<file path="src/rtl/ln4522_prescaler_if.sv">
// Control/status bus of the ln4522 BCD prescaler. Optional sq output is present
// only when LN4522_PRESCALER_SQUARE_EN is defined.
interface ln4522_prescaler_if #(
  parameter int DIGITS = 2
);
  localparam int W = 4 * DIGITS;

  // No valid/ready handshake: inh/pe/cf/p are level controls sampled on every
  // rising cp0 edge, and q/zero/tc(/sq) are status that is always valid.
  logic         inh;
  logic         pe;
  logic         cf;
  logic [W-1:0] p;
  logic [W-1:0] q;
  logic         zero;
  logic         tc;
`ifdef LN4522_PRESCALER_SQUARE_EN
  logic         sq;

  modport master (output inh, output pe, output cf, output p,
                  input q, input zero, input tc, input sq);
  modport slave  (input inh, input pe, input cf, input p,
                  output q, output zero, output tc, output sq);
`else
  modport master (output inh, output pe, output cf, output p,
                  input q, input zero, input tc);
  modport slave  (input inh, input pe, input cf, input p,
                  output q, output zero, output tc);
`endif
endinterface

</file>
<file path="src/rtl/ln4522_prescaler.sv">
// Presettable BCD down-counter used as a divide-by-N prescaler for ln4017.
// Optional square-wave output enabled by defining LN4522_PRESCALER_SQUARE_EN.
module ln4522_prescaler #(
  parameter int DIGITS = 2
) (
  input  logic              cp0,
  input  logic              mr,
  ln4522_prescaler_if.slave bus
);
  localparam int W = 4 * DIGITS;
  localparam logic [W-1:0] ONE = W'(1);

  logic [W-1:0] r_q;
  logic         r_tc;
  logic [W-1:0] w_clamp;
  logic [W-1:0] w_dec;
  logic         w_is_zero;
  logic         w_is_one;

  // Nibbles above 9 are forced to 9 digit by digit.
  always_comb begin
    w_clamp = bus.p;
    for (int i = 0; i < DIGITS; i++) begin
      if (bus.p[4*i +: 4] > 4'd9) w_clamp[4*i +: 4] = 4'd9;
    end
  end

  always_comb begin
    logic w_borrow;
    w_dec    = r_q;
    w_borrow = 1'b1;
    for (int i = 0; i < DIGITS; i++) begin
      if (w_borrow) begin
        if (r_q[4*i +: 4] == 4'd0) begin
          w_dec[4*i +: 4] = 4'd9;
        end else begin
          w_dec[4*i +: 4] = r_q[4*i +: 4] - 4'd1;
          w_borrow        = 1'b0;
        end
      end
    end
  end

  assign w_is_zero = (r_q == '0);
  assign w_is_one  = (r_q == ONE);

`ifdef LN4522_PRESCALER_SQUARE_EN
  logic r_sq;
`endif

  always_ff @(posedge cp0) begin
    if (mr) begin
      r_q  <= '0;
      r_tc <= 1'b0;
`ifdef LN4522_PRESCALER_SQUARE_EN
      r_sq <= 1'b0;
`endif
    end else if (bus.pe) begin
      r_q  <= w_clamp;
      r_tc <= 1'b0;
    end else if (bus.inh) begin
      r_tc <= 1'b0;
    end else if (w_is_one || (w_is_zero && bus.cf)) begin
      // Terminal event: reload in divide mode, otherwise land on zero.
      r_q  <= bus.cf ? w_clamp : '0;
      r_tc <= 1'b1;
`ifdef LN4522_PRESCALER_SQUARE_EN
      r_sq <= ~r_sq;
`endif
    end else if (w_is_zero) begin
      r_tc <= 1'b0;
    end else begin
      r_q  <= w_dec;
      r_tc <= 1'b0;
    end
  end

  assign bus.q    = r_q;
  assign bus.tc   = r_tc;
  assign bus.zero = w_is_zero;
`ifdef LN4522_PRESCALER_SQUARE_EN
  assign bus.sq   = r_sq;
`endif

endmodule

</file>
<file path="src/flat_wrapper.sv">
// flat-port wrapper written by rule: the top's interface ports become plain ports
module ln4522_prescaler_flat 
#(
  parameter int DIGITS = 2
)
  (cp0, mr, bus_inh, bus_pe, bus_cf, bus_p, bus_q, bus_zero, bus_tc);
  ln4522_prescaler_if #(.DIGITS(DIGITS)) bus_i ();
  input  logic cp0;
  input  logic mr;
  input wire logic [$bits(bus_i.inh)-1:0] bus_inh;
  input wire logic [$bits(bus_i.pe)-1:0] bus_pe;
  input wire logic [$bits(bus_i.cf)-1:0] bus_cf;
  input wire logic [$bits(bus_i.p)-1:0] bus_p;
  output wire logic [$bits(bus_i.q)-1:0] bus_q;
  output wire logic [$bits(bus_i.zero)-1:0] bus_zero;
  output wire logic [$bits(bus_i.tc)-1:0] bus_tc;
  assign bus_i.inh = bus_inh;
  assign bus_i.pe = bus_pe;
  assign bus_i.cf = bus_cf;
  assign bus_i.p = bus_p;
  assign bus_q = bus_i.q;
  assign bus_zero = bus_i.zero;
  assign bus_tc = bus_i.tc;
  ln4522_prescaler #(.DIGITS(DIGITS)) u_core (.cp0(cp0), .mr(mr), .bus(bus_i));
endmodule
</file>
<file path="config.mk">
export PLATFORM = sky130hd
export DESIGN_NAME = ln4522_prescaler_flat
export DESIGN_NICKNAME = d
export VERILOG_FILES = /design/src/rtl/ln4522_prescaler_if.sv /design/src/rtl/ln4522_prescaler.sv /design/src/flat_wrapper.sv
export SDC_FILE = /design/constraint.sdc
export NUM_CORES = 1
export LEC_CHECK = 0
export CORE_AREA = 3 3 47 49
export DETAILED_ROUTE_END_ITERATION = 16
export DIE_AREA = 0 0 50 52
export PLACE_DENSITY = 0.71
export SYNTH_ARGS = -nofsm -noshare
export SYNTH_HDL_FRONTEND = slang
export SYNTH_SLANG_ARGS = --single-unit
</file>
<file path="constraint.sdc">
create_clock -name cp0 -period 1.5 [get_ports cp0]
set_input_delay 0.3 -clock cp0 [delete_from_list [all_inputs] [get_ports cp0]]
set_output_delay 0.3 -clock cp0 [all_outputs]
set_load 0.02 [all_outputs]
</file>
==> results.json <==
{
  "firstDrtPassIters": 4,
  "yosysWarnings": 0,
  "violations": "setup timing",
  "die-width_um": 50,
  "track_usage_pct": 20.91,
  "finalHoldViolations": 0,
  "seq_area_um2": 205.2,
  "min_period_ns": 1.852,
  "syn2layout_area_growth_pct": 90.50,
  "holdCritStartpoint": "bus_p[3]",
  "ys_seq_area_share_pct": 24.87,
  "tightest_slew_ns": 0.5286,
  "clock_sinks": 9,
  "hold_buffers": 0,
  "ys_seq_elements": 9,
  "min_path_type": "input pin to flop",
  "synth_xor_area_share_pct": 0,
  "avgSynthCellArea_um2": 8.327,
  "synth.top_cell.area_share_pct": 24.87,
  "syn_inst": 87,
  "core_area_um2": 1902,
  "grt_antenna_before_repair": 0,
  "setup_viol": 10,
  "worstPathRequired_ns": 1.20,
  "clk_pin_slew_ns": 0.05,
  "muxShareOfSynthArea_pct": 0,
  "cts_tree": "built",
  "synth_cell_types": 42,
  "drt-initial-drc-count": 29,
  "maxSlewHeadroom_pct": 64.65,
  "grt_setup_unrepaired": "yes",
  "synth_compound_area_share_pct": 32.99,
  "clockBufferDepth": 2,
  "num_rows": 16,
  "port_buffers": 22,
  "grt_pass1_wl_um": 4153,
  "synth_area_leader_cell": "dfxtp_1",
  "routedWlPerCell_um": 15.12,
  "ff2ff_path_depth": 8,
  "drv_cap": 0,
  "initial_core_util_pct": 38.09,
  "tritoncts.num_buffers": 3,
  "cp.arrival_ns": 1.55,
  "antenna_cells": 0,
  "synth_ff_type": "dfxtp_1",
  "fin_ws_ns": -0.3517,
  "htreeDepth": 1,
  "drt-total-wl_um": 2556,
  "drive_above_1_share_pct": 50.00,
  "grt_max_degree": 10,
  "fin_crit_sh_pct": 123.4,
  "insertion_delay_ns": 0.26,
  "n_fill_cell": 140,
  "drc": 0,
  "path_max_fanout": 2,
  "synth_area_um2": 724.4,
  "synth_top_family_by_area": "simple AND/OR/NAND/NOR gates",
  "ir_drop_uv": 378.2,
  "die-area_um2": 2600,
  "power_density_nw_per_um2": 861.2,
  "ios": 23,
  "slew_viol_final": 0,
  "cp-start-kind": "flop",
  "cts_root_buf": "clkbuf_4",
  "routabilityCongestion": 0.8374,
  "outcome": "complete, but fails checks",
  "timing.rr.start": "u_core.bus.q[7]$_SDFFE_PP0P_",
  "synth-edff-count": 0,
  "syn-num-nets": 100,
  "p_leak_nw": 0.5470,
  "vias": 966,
  "critical_path.endpoint_type": "output port",
  "critPathKind": "flop to output port",
  "overflow": 0,
  "hold_depth": 3,
  "antenna_left": 0,
  "fin_setup_tns_ns": -2.116,
  "clock.fmax_mhz": 540.0,
  "synth_adder_area_share_pct": 0,
  "fin_nets": 156,
  "critPathLaunch": "u_core.bus.q[7]$_SDFFE_PP0P_",
  "worst_clock_skew_ns": 0.0006840,
  "synthArstFlopShare_pct": 0,
  "multi_input_area_um2": 625.6,
  "grt_pass1_vias": 872,
  "place_hpwl_um": 1857,
  "yosys-top-cells-area": "dfxtp_1 25%, nor4_1 5.2%, a311oi_2 4.1%, o21ai_0 3.5%, nor4_4 2.9%",
  "dieHeight_um": 52,
  "finalPower_mw": 1.188,
  "yosys.area_share.simple_pct": 37.48,
  "via_per_inst": 5.716
}
-- where the power goes --
part	switching (mW)	leakage, nW	internal [mW]
Combinational	0.337	0.453	0.372
Sequential	0.0283	0.0788	0.273
Clock	0.0762	0.0150	0.102
Total	0.442	0.547	0.747
-- cells in the mapped netlist (2+ instances only) --
master	number
nand3_1	2
dfxtp_1	9
nor2_1	5
nor2b_1	3
nand2b_1	2
nor4b_1	2
a211oi_1	2
a31oi_1	3
inv_1	3
a311oi_2	2
a311oi_1	2
a21o_1	2
o21ai_0	5
nor3_1	3
nand2_1	5
nor4_1	6
nand3b_1	2
buf_1	2
a21oi_1	4
-- cell families (layout without fill, tap and decap cells) --
group,after synthesis,after routing
simple gates,41,41
buf+inv,7,62
flops,9,9
compound gates,30,30
-- final timing paths --
| path | slack (ns) | endpoint |
|---|---|---|
| min reg2reg | 0.71 | u_core.bus.q[6]$_SDFFE_PP0P_ |
| max reg2reg | -0.26 | u_core.bus.q[5]$_SDFFE_PP0P_ |
| min | 0.68 | u_core.bus.q[3]$_SDFFE_PP0P_ |
| max | -0.35 | bus_zero |
-- registers in the layout, indices dropped and copies added (netlist names) --
| signal | flops |
|---|---|
| u_core.bus.q | 8 |
| u_core.bus.tc | 1 |
-- per-stage QoR --
| stage | area (µm²) | cells | hold WS, ns | setup WS (ns) | util, % |
|---|---|---|---|---|---|
| 2_1_floorplan | 779.5 | 87 | 0.3784 | -0.1422 | - |
| 3_3_place_gp | 1221 | 160 | 0.7389 | -0.5694 | 64.21 |
| 3_5_place_dp | 1221 | 160 | 0.7485 | -0.6358 | 64.21 |
| 4_1_cts | 1323 | 167 | 0.6607 | -0.3777 | 69.54 |
| 5_1_grt | 1380 | 169 | 0.7154 | -0.4105 | 72.57 |
| 6_report | 1380 | 169 | 0.6800 | -0.3517 | 72.57 |
-- layout make-up --
class                      count  share of cell area, %
clock buffer                   4                  1.904
inverter                       3                 0.8160
multi-input combinational     71                  45.33
sequential                     9                  14.87
tap                           27                  2.448
timing repair buffer          55                  34.63
-- worst max-delay path, cell delays in order (launching register included) --
cell and delay, ns:
dfxtp_4 0.34, or4_4 0.55, nor4b_4 0.23, buf_4 0.18
-- layer usage --
metal | wire [µm] | GRT usage (%) | vias up
met2 | 1276 | 33.91 | 52
met5 | 0 | 0 | -
met3 | 168 | 2.006 | 4
met1 | 1076 | 27.21 | 450
met4 | 34 | 11.06 | 0
li1 | - | - | 460
-- cells in the final DEF (no fill, tap or decap), drive strengths merged, types with 3 or more instances in the layout --
cell type,synthesis,layout
nor2b,3,3
nand2,5,5
a31oi,3,3
nor4,8,8
nor2,5,5
o21ai,5,5
clkbuf,1,4
dlygate4sd2,0,8
a21oi,4,4
inv,3,3
nor3,3,3
buf,3,34
clkdlybuf4s50,0,12
a311oi,4,4
dfxtp,9,9
-- repair_timing --
action / CTS / global route
resized for setup: 30 / 8
gates cloned: 0 / 0
pin swaps: 6 / 7
endpoints found under the setup margin: 18 / 10
buffers inserted: 3 / 2
(Power assumes the default switching activity.)
